==> src/rtl/multicycle_control.sv <==
// Main control FSM for the shared multicycle datapath. It decodes the
// instruction-register opcode and drives the datapath enables, mux selects and
// extender mode for each cycle. Memory accesses stall on mem_ready_i, and
// retire_o pulses once for every instruction that completes.
module multicycle_control (
    input  logic       clk_i,
    input  logic       rst_n_i,
    input  logic       run_i,
    input  logic [5:0] opcode_i,
    input  logic       mem_ready_i,
    output logic       pc_write_o,
    output logic       pc_write_beq_o,
    output logic       pc_write_bne_o,
    output logic       iord_o,
    output logic       mem_read_o,
    output logic       mem_write_o,
    output logic       ir_write_o,
    output logic       reg_dst_o,
    output logic       mem_to_reg_o,
    output logic       reg_write_o,
    output logic       alu_src_a_o,
    output logic [1:0] alu_src_b_o,
    output logic [1:0] alu_op_o,
    output logic [1:0] pc_source_o,
    output logic       ext_sel_o,
    output logic       retire_o,
    output logic       illegal_o,
    output logic [3:0] state_o
);

    // Supported opcodes (instr[31:26])
    localparam logic [5:0] OP_R    = 6'h00;
    localparam logic [5:0] OP_J    = 6'h02;
    localparam logic [5:0] OP_BEQ  = 6'h04;
    localparam logic [5:0] OP_BNE  = 6'h05;
    localparam logic [5:0] OP_ADDI = 6'h08;
    localparam logic [5:0] OP_ANDI = 6'h0C;
    localparam logic [5:0] OP_ORI  = 6'h0D;
    localparam logic [5:0] OP_LW   = 6'h23;
    localparam logic [5:0] OP_SW   = 6'h2B;

    // ALU operation selects
    localparam logic [1:0] ALU_ADD   = 2'd0;
    localparam logic [1:0] ALU_SUB   = 2'd1;
    localparam logic [1:0] ALU_FUNCT = 2'd2;
    localparam logic [1:0] ALU_LOGIC = 2'd3;

    // ALU operand B selects
    localparam logic [1:0] SRCB_REG  = 2'd0;
    localparam logic [1:0] SRCB_FOUR = 2'd1;
    localparam logic [1:0] SRCB_IMM  = 2'd2;
    localparam logic [1:0] SRCB_IMM4 = 2'd3;

    // PC source selects
    localparam logic [1:0] PCS_ALU    = 2'd0;
    localparam logic [1:0] PCS_ALUOUT = 2'd1;
    localparam logic [1:0] PCS_JUMP   = 2'd2;

    typedef enum logic [3:0] {
        S_IDLE   = 4'd0,
        S_FETCH  = 4'd1,
        S_DECODE = 4'd2,
        S_MEMADR = 4'd3,
        S_MEMRD  = 4'd4,
        S_MEMWB  = 4'd5,
        S_MEMWR  = 4'd6,
        S_EXEC   = 4'd7,
        S_ALUWB  = 4'd8,
        S_BRANCH = 4'd9,
        S_IMMEXE = 4'd10,
        S_IMMWB  = 4'd11,
        S_JUMP   = 4'd12
    } state_e;

    // One control word per cycle. Each state starts from all-zero and sets only
    // the fields it needs, so an unlisted output is always 0.
    typedef struct packed {
        logic       pc_write;
        logic       pc_write_beq;
        logic       pc_write_bne;
        logic       iord;
        logic       mem_read;
        logic       mem_write;
        logic       ir_write;
        logic       reg_dst;
        logic       mem_to_reg;
        logic       reg_write;
        logic       alu_src_a;
        logic [1:0] alu_src_b;
        logic [1:0] alu_op;
        logic [1:0] pc_source;
        logic       ext_sel;
        logic       retire;
        logic       illegal;
    } ctrl_t;

    state_e state_q, state_d;
    ctrl_t  ctl;

    // andi/ori use the logical ALU op and zero-extend their immediate. addi
    // keeps sign extension.
    logic op_logical;
    assign op_logical = (opcode_i == OP_ANDI) || (opcode_i == OP_ORI);

    // Where to go after an instruction finishes: keep fetching while run is high.
    state_e after_retire;
    assign after_retire = run_i ? S_FETCH : S_IDLE;

    // State register. Reset forces IDLE at once, which also drops any memory
    // request that is in progress.
    always_ff @(posedge clk_i or negedge rst_n_i) begin
        if (!rst_n_i) state_q <= S_IDLE;
        else          state_q <= state_d;
    end

    // Next-state logic and Moore outputs. Only the mem_ready qualified strobes
    // depend on an input.
    always_comb begin
        state_d = state_q;
        ctl     = '0;
        case (state_q)
            S_IDLE: begin
                if (run_i) state_d = S_FETCH;
            end
            S_FETCH: begin
                ctl.mem_read  = 1'b1;
                ctl.iord      = 1'b0;
                ctl.alu_src_a = 1'b0;
                ctl.alu_src_b = SRCB_FOUR;
                ctl.alu_op    = ALU_ADD;
                ctl.pc_source = PCS_ALU;
                if (mem_ready_i) begin
                    ctl.ir_write = 1'b1;
                    ctl.pc_write = 1'b1;
                    state_d      = S_DECODE;
                end
            end
            S_DECODE: begin
                // Compute the branch target speculatively: PC + (sext(imm) << 2).
                ctl.alu_src_a = 1'b0;
                ctl.alu_src_b = SRCB_IMM4;
                ctl.alu_op    = ALU_ADD;
                ctl.ext_sel   = 1'b0;
                case (opcode_i)
                    OP_LW, OP_SW:            state_d = S_MEMADR;
                    OP_R:                    state_d = S_EXEC;
                    OP_BEQ, OP_BNE:          state_d = S_BRANCH;
                    OP_ADDI, OP_ANDI, OP_ORI: state_d = S_IMMEXE;
                    OP_J:                    state_d = S_JUMP;
                    default: begin
                        ctl.illegal = 1'b1;
                        state_d     = after_retire;
                    end
                endcase
            end
            S_MEMADR: begin
                ctl.alu_src_a = 1'b1;
                ctl.alu_src_b = SRCB_IMM;
                ctl.alu_op    = ALU_ADD;
                ctl.ext_sel   = 1'b0;
                state_d       = (opcode_i == OP_SW) ? S_MEMWR : S_MEMRD;
            end
            S_MEMRD: begin
                ctl.mem_read = 1'b1;
                ctl.iord     = 1'b1;
                if (mem_ready_i) state_d = S_MEMWB;
            end
            S_MEMWB: begin
                ctl.reg_write  = 1'b1;
                ctl.reg_dst    = 1'b0;
                ctl.mem_to_reg = 1'b1;
                ctl.retire     = 1'b1;
                state_d        = after_retire;
            end
            S_MEMWR: begin
                ctl.mem_write = 1'b1;
                ctl.iord      = 1'b1;
                if (mem_ready_i) begin
                    ctl.retire = 1'b1;
                    state_d    = after_retire;
                end
            end
            S_EXEC: begin
                ctl.alu_src_a = 1'b1;
                ctl.alu_src_b = SRCB_REG;
                ctl.alu_op    = ALU_FUNCT;
                state_d       = S_ALUWB;
            end
            S_ALUWB: begin
                ctl.reg_write  = 1'b1;
                ctl.reg_dst    = 1'b1;
                ctl.mem_to_reg = 1'b0;
                ctl.retire     = 1'b1;
                state_d        = after_retire;
            end
            S_BRANCH: begin
                // Compare A and B with a subtract. The PC is loaded from ALUOut,
                // which holds the target computed in DECODE.
                ctl.alu_src_a    = 1'b1;
                ctl.alu_src_b    = SRCB_REG;
                ctl.alu_op       = ALU_SUB;
                ctl.pc_source    = PCS_ALUOUT;
                ctl.pc_write_beq = (opcode_i == OP_BEQ);
                ctl.pc_write_bne = (opcode_i == OP_BNE);
                ctl.retire       = 1'b1;
                state_d          = after_retire;
            end
            S_IMMEXE: begin
                ctl.alu_src_a = 1'b1;
                ctl.alu_src_b = SRCB_IMM;
                ctl.alu_op    = op_logical ? ALU_LOGIC : ALU_ADD;
                ctl.ext_sel   = op_logical;
                state_d       = S_IMMWB;
            end
            S_IMMWB: begin
                ctl.reg_write  = 1'b1;
                ctl.reg_dst    = 1'b0;
                ctl.mem_to_reg = 1'b0;
                ctl.ext_sel    = op_logical;
                ctl.retire     = 1'b1;
                state_d        = after_retire;
            end
            S_JUMP: begin
                ctl.pc_write  = 1'b1;
                ctl.pc_source = PCS_JUMP;
                ctl.retire    = 1'b1;
                state_d       = after_retire;
            end
            default: begin
                state_d = S_IDLE;
            end
        endcase
    end

    assign pc_write_o     = ctl.pc_write;
    assign pc_write_beq_o = ctl.pc_write_beq;
    assign pc_write_bne_o = ctl.pc_write_bne;
    assign iord_o         = ctl.iord;
    assign mem_read_o     = ctl.mem_read;
    assign mem_write_o    = ctl.mem_write;
    assign ir_write_o     = ctl.ir_write;
    assign reg_dst_o      = ctl.reg_dst;
    assign mem_to_reg_o   = ctl.mem_to_reg;
    assign reg_write_o    = ctl.reg_write;
    assign alu_src_a_o    = ctl.alu_src_a;
    assign alu_src_b_o    = ctl.alu_src_b;
    assign alu_op_o       = ctl.alu_op;
    assign pc_source_o    = ctl.pc_source;
    assign ext_sel_o      = ctl.ext_sel;
    assign retire_o       = ctl.retire;
    assign illegal_o      = ctl.illegal;
    assign state_o        = state_q;

endmodule
==> config.mk <==
export PLATFORM = sky130hd
export DESIGN_NAME = multicycle_control
export DESIGN_NICKNAME = d
export VERILOG_FILES = /design/src/rtl/multicycle_control.sv
export SDC_FILE = /design/constraint.sdc
export NUM_CORES = 1
export LEC_CHECK = 0
export BUFFER_PORTS_ARGS = -buffer_cell sky130_fd_sc_hd__buf_2
export CAP_MARGIN = 10
export CORE_MARGIN = 2
export CORE_UTILIZATION = 44
export CTS_CLUSTER_SIZE = 10
export DETAILED_ROUTE_END_ITERATION = 7
export GPL_TIMING_DRIVEN = 0
export PLACE_DENSITY = 0.84
export SYNTH_ARGS = -nofsm -noshare
export SYNTH_HDL_FRONTEND = slang
export SYNTH_SLANG_ARGS = --single-unit
export TNS_END_PERCENT = 5
==> constraint.sdc <==
create_clock -name clk_i -period 1.95 [get_ports clk_i]
set_clock_uncertainty 0.15 [all_clocks]
set_input_delay 0.0975 -clock clk_i [delete_from_list [all_inputs] [get_ports clk_i]]
set_output_delay 0.0975 -clock clk_i [all_outputs]
set_load 0.005 [all_outputs]
==> reports/qor.txt <==
Result of the run = completed
Power spent charging and discharging nets = 533.6 uW
Routed wire length per instance = 12.48 um
Total of flip-flops plus latches after synthesis = 4
Largest net degree at the start of global routing = 11
Data required time of the worst path = 1.70 ns
NumNets Final = 153
Initial core utilization = 45.78%
Hold violation count in the final report = 0
HP Start = mem_ready_i
R2R depth = 5
H-tree depth reported by CTS = 1
Number of input and output port buffers inserted = 33
Worst reg2reg path endpoint = state_o[1]
M2 GR Usage = 36.67%
Destination of the worst hold path = state_o[1]
CTS sink count = 4
DIE HEIGHT = 42.90 um
Total cell area at the placement stage = 850.8 um2
Arrival time of data at the critical path endpoint = 1.59 ns
Type of element capturing the critical path = primary output
Internal Pwr Total = 524.4 uW
Number of cells produced by synthesis = 104
Total half-perimeter wirelength after legalization and detailed placement = 1488 um
Crit path from = state_o[1]
Largest voltage drop on the vdd net = 0.0006371 V
Die extent in x = 42.90 um
Signed area change from the synthesized netlist to the final layout = 34.21%
Final weighted congestion in routability-driven placement = 0.8555
Buffer levels on the longest clock path = 2
Number of enable-type register cells in the synthesized netlist = 0
Net Sw Frac = 50.44%
Max Fclk = 0.5443 GHz
Crit Path Max Fanout = 10
Vias per Instance = 5.834
Most crowded layer after global routing = met2
Via count of the first global-routing pass = 781
Num ports = 34
Transition time of the tightest slew-check pin = 0.3954 ns
Share of cells above drive strength 1 = 34.75%
Min Tclk post-route = 1.837 ns
Slew margin rel. = 72.96%
Core Region = 0.001454 mm2
Unrepaired setup endpoints after global routing = yes
Summed area of non-filler cells in the final layout = 893.4 um2
Sum Neg Setup Slack = 0 ns
Clock tree from TritonCTS = built
Total Wirelength = 1959 um
Max-cap violations = 0
Pre-Repair DR Iteration Count = 4
Root Buffer = clkbuf_4
Count of synthesis-stage warnings from yosys = 0
Worst min-delay path category = in2reg
Post-synthesis instance area = 665.6 um2
First-pass GRT wire length = 3236 um
Max-slew violation count = 0
Post-synthesis net count = 114
Total number of vias = 916
Initial drt markers = 38
Nature of the critical path startpoint = register
Portion of total power attributed to sequential cells = 13.3%
Max FFs per register = 4
Pleak = 0.0004575 uW
Overall Global Routing Usage = 22.81%
Reg-to-reg setup timing slack = 0.28 ns
Final core utilization = 61.45%
Clock group share of total power = 10.6%
Classification of the worst setup path = reg2out
CTS buffer count = 3
Post-synth ARST share = 100.0%
Register clock-pin slew on the reported worst setup and hold paths = 0.04 ns
N_diodes = 0
Cell Rows = 14
Antenna violations before repair = 0
Comb pwr share = 76.1%
Sequential share of the synthesized area = 15.04%
Startpoint of the worst-slack reg-to-reg timing path = state_o[2]
DRC errors left = 0
Period utilisation layout = 94.22%
Met3 global-route usage = 5.532%
Total overflow reported by the global router = 0
Hold path cells = 2
Later-pin clock latency in the skew report = 0.25 ns
Met1 usage = 29.56%
Total power density per cell area = 1184 mW/mm2
Synthesized area per cell = 6.400 um2
Overall die area = 0.001840 mm2
Finish-stage setup viols = 0
Most common flop cell mapped by yosys = dfrtp_1
Number of distinct library cells after synthesis = 38
Final ANT Viol Nets = 0
-- per-stage QoR --
stage               instances  power [uW]  setup slack (ns)  hold WS [ns]
finish                    157        1058            0.1127       0.02168
global route              157        1164          -0.07878       0.04160
CTS                       157        1046           0.01903      0.008049
detailed placement        153       927.3            0.1778       -0.2411
global placement          153       912.1            0.1413       -0.2485
floorplan                 104       674.1            0.3442       -0.3481
-- critical path, cell delays in order (launching register included) --
cell      delay [ns]
dfrtp_1         0.33
buf_4           0.15
clkbuf_1        0.35
nor2_1          0.12
o21ai_0         0.16
o21ai_0         0.09
buf_2           0.13
-- power by group through the flow --
stage,clock [uW],combinational [uW],sequential (uW)
6_report,112,805,141
5_1_grt,123,896,145
3_5_place_dp,0,785,142
4_1_cts,115,790,141
2_1_floorplan,0,530,144
3_3_place_gp,0,772,141
-- per-layer routing --
| layer | routed length, um | share of wire (%) | up-vias |
|---|---|---|---|
| met5 | 0 | 0 | - |
| met4 | 16 | 0.82 | 0 |
| met3 | 134 | 6.8 | 4 |
| met2 | 964 | 49 | 39 |
| met1 | 843 | 43 | 418 |
| li1 | - | - | 455 |
-- synthesized netlist by cell type (all sizes together), types with 4 or more instances --
cell / instances / share of area (%)
nand2: 11 / 6.6
nor3: 5 / 3.8
a21oi: 12 / 9.0
nor2: 20 / 11
nor2b: 4 / 3.8
o21ai: 4 / 3.0
inv: 6 / 3.4
buf: 5 / 5.3
dfrtp: 4 / 15
-- cells in the final DEF, fill, tap and decap left out, drive strengths merged, types with 4 or more instances in the layout --
| cell | Yosys | final |
|---|---|---|
| buf | 5 | 38 |
| a21oi | 12 | 12 |
| inv | 6 | 6 |
| nor2b | 4 | 4 |
| dfrtp | 4 | 4 |
| clkbuf | 2 | 5 |
| nor2 | 20 | 20 |
| nor3 | 5 | 5 |
| nand2 | 11 | 11 |
| o21ai | 4 | 4 |
-- timing repair --
action / 4_1_cts / 5_1_grt
hold endpoints to repair: 4 / 0
buffers inserted: 0 / 0
setup endpoints to repair: 0 / 7
hold buffers: 1 / 0
gates resized for setup: 0 / 4
-- worst max path at each step --
stage / slack [ns] / end
detailed placement: 0.18 / state_o[1]
global route: -0.08 / retire_o
finish: 0.11 / retire_o
global placement: 0.14 / state_o[1]
CTS: 0.02 / reg_write_o
floorplan: 0.34 / state_o[1]
-- layout make-up --
class | instances | area, um2
multi-input combinational | 87 | 509.2
clock buffer | 3 | 22.52
sequential | 4 | 100.1
inverter | 6 | 22.52
timing repair buffer | 34 | 175.2
tap | 16 | 20.02
buffer | 7 | 43.79
fill | 139 | 560.5
-- kinds of logic after synthesis --
kind of cell              after synthesis  share of synthesized area [%]
and+or+nand+nor                        53                          41.17
AOI/OAI and AO/OA                      33                          32.71
buffers and inverters                  13                          9.774
DFF                                     4                          15.04
xor gates and xnor gates                1                          1.316
Note: power is estimated with default switching activity, not from simulation.
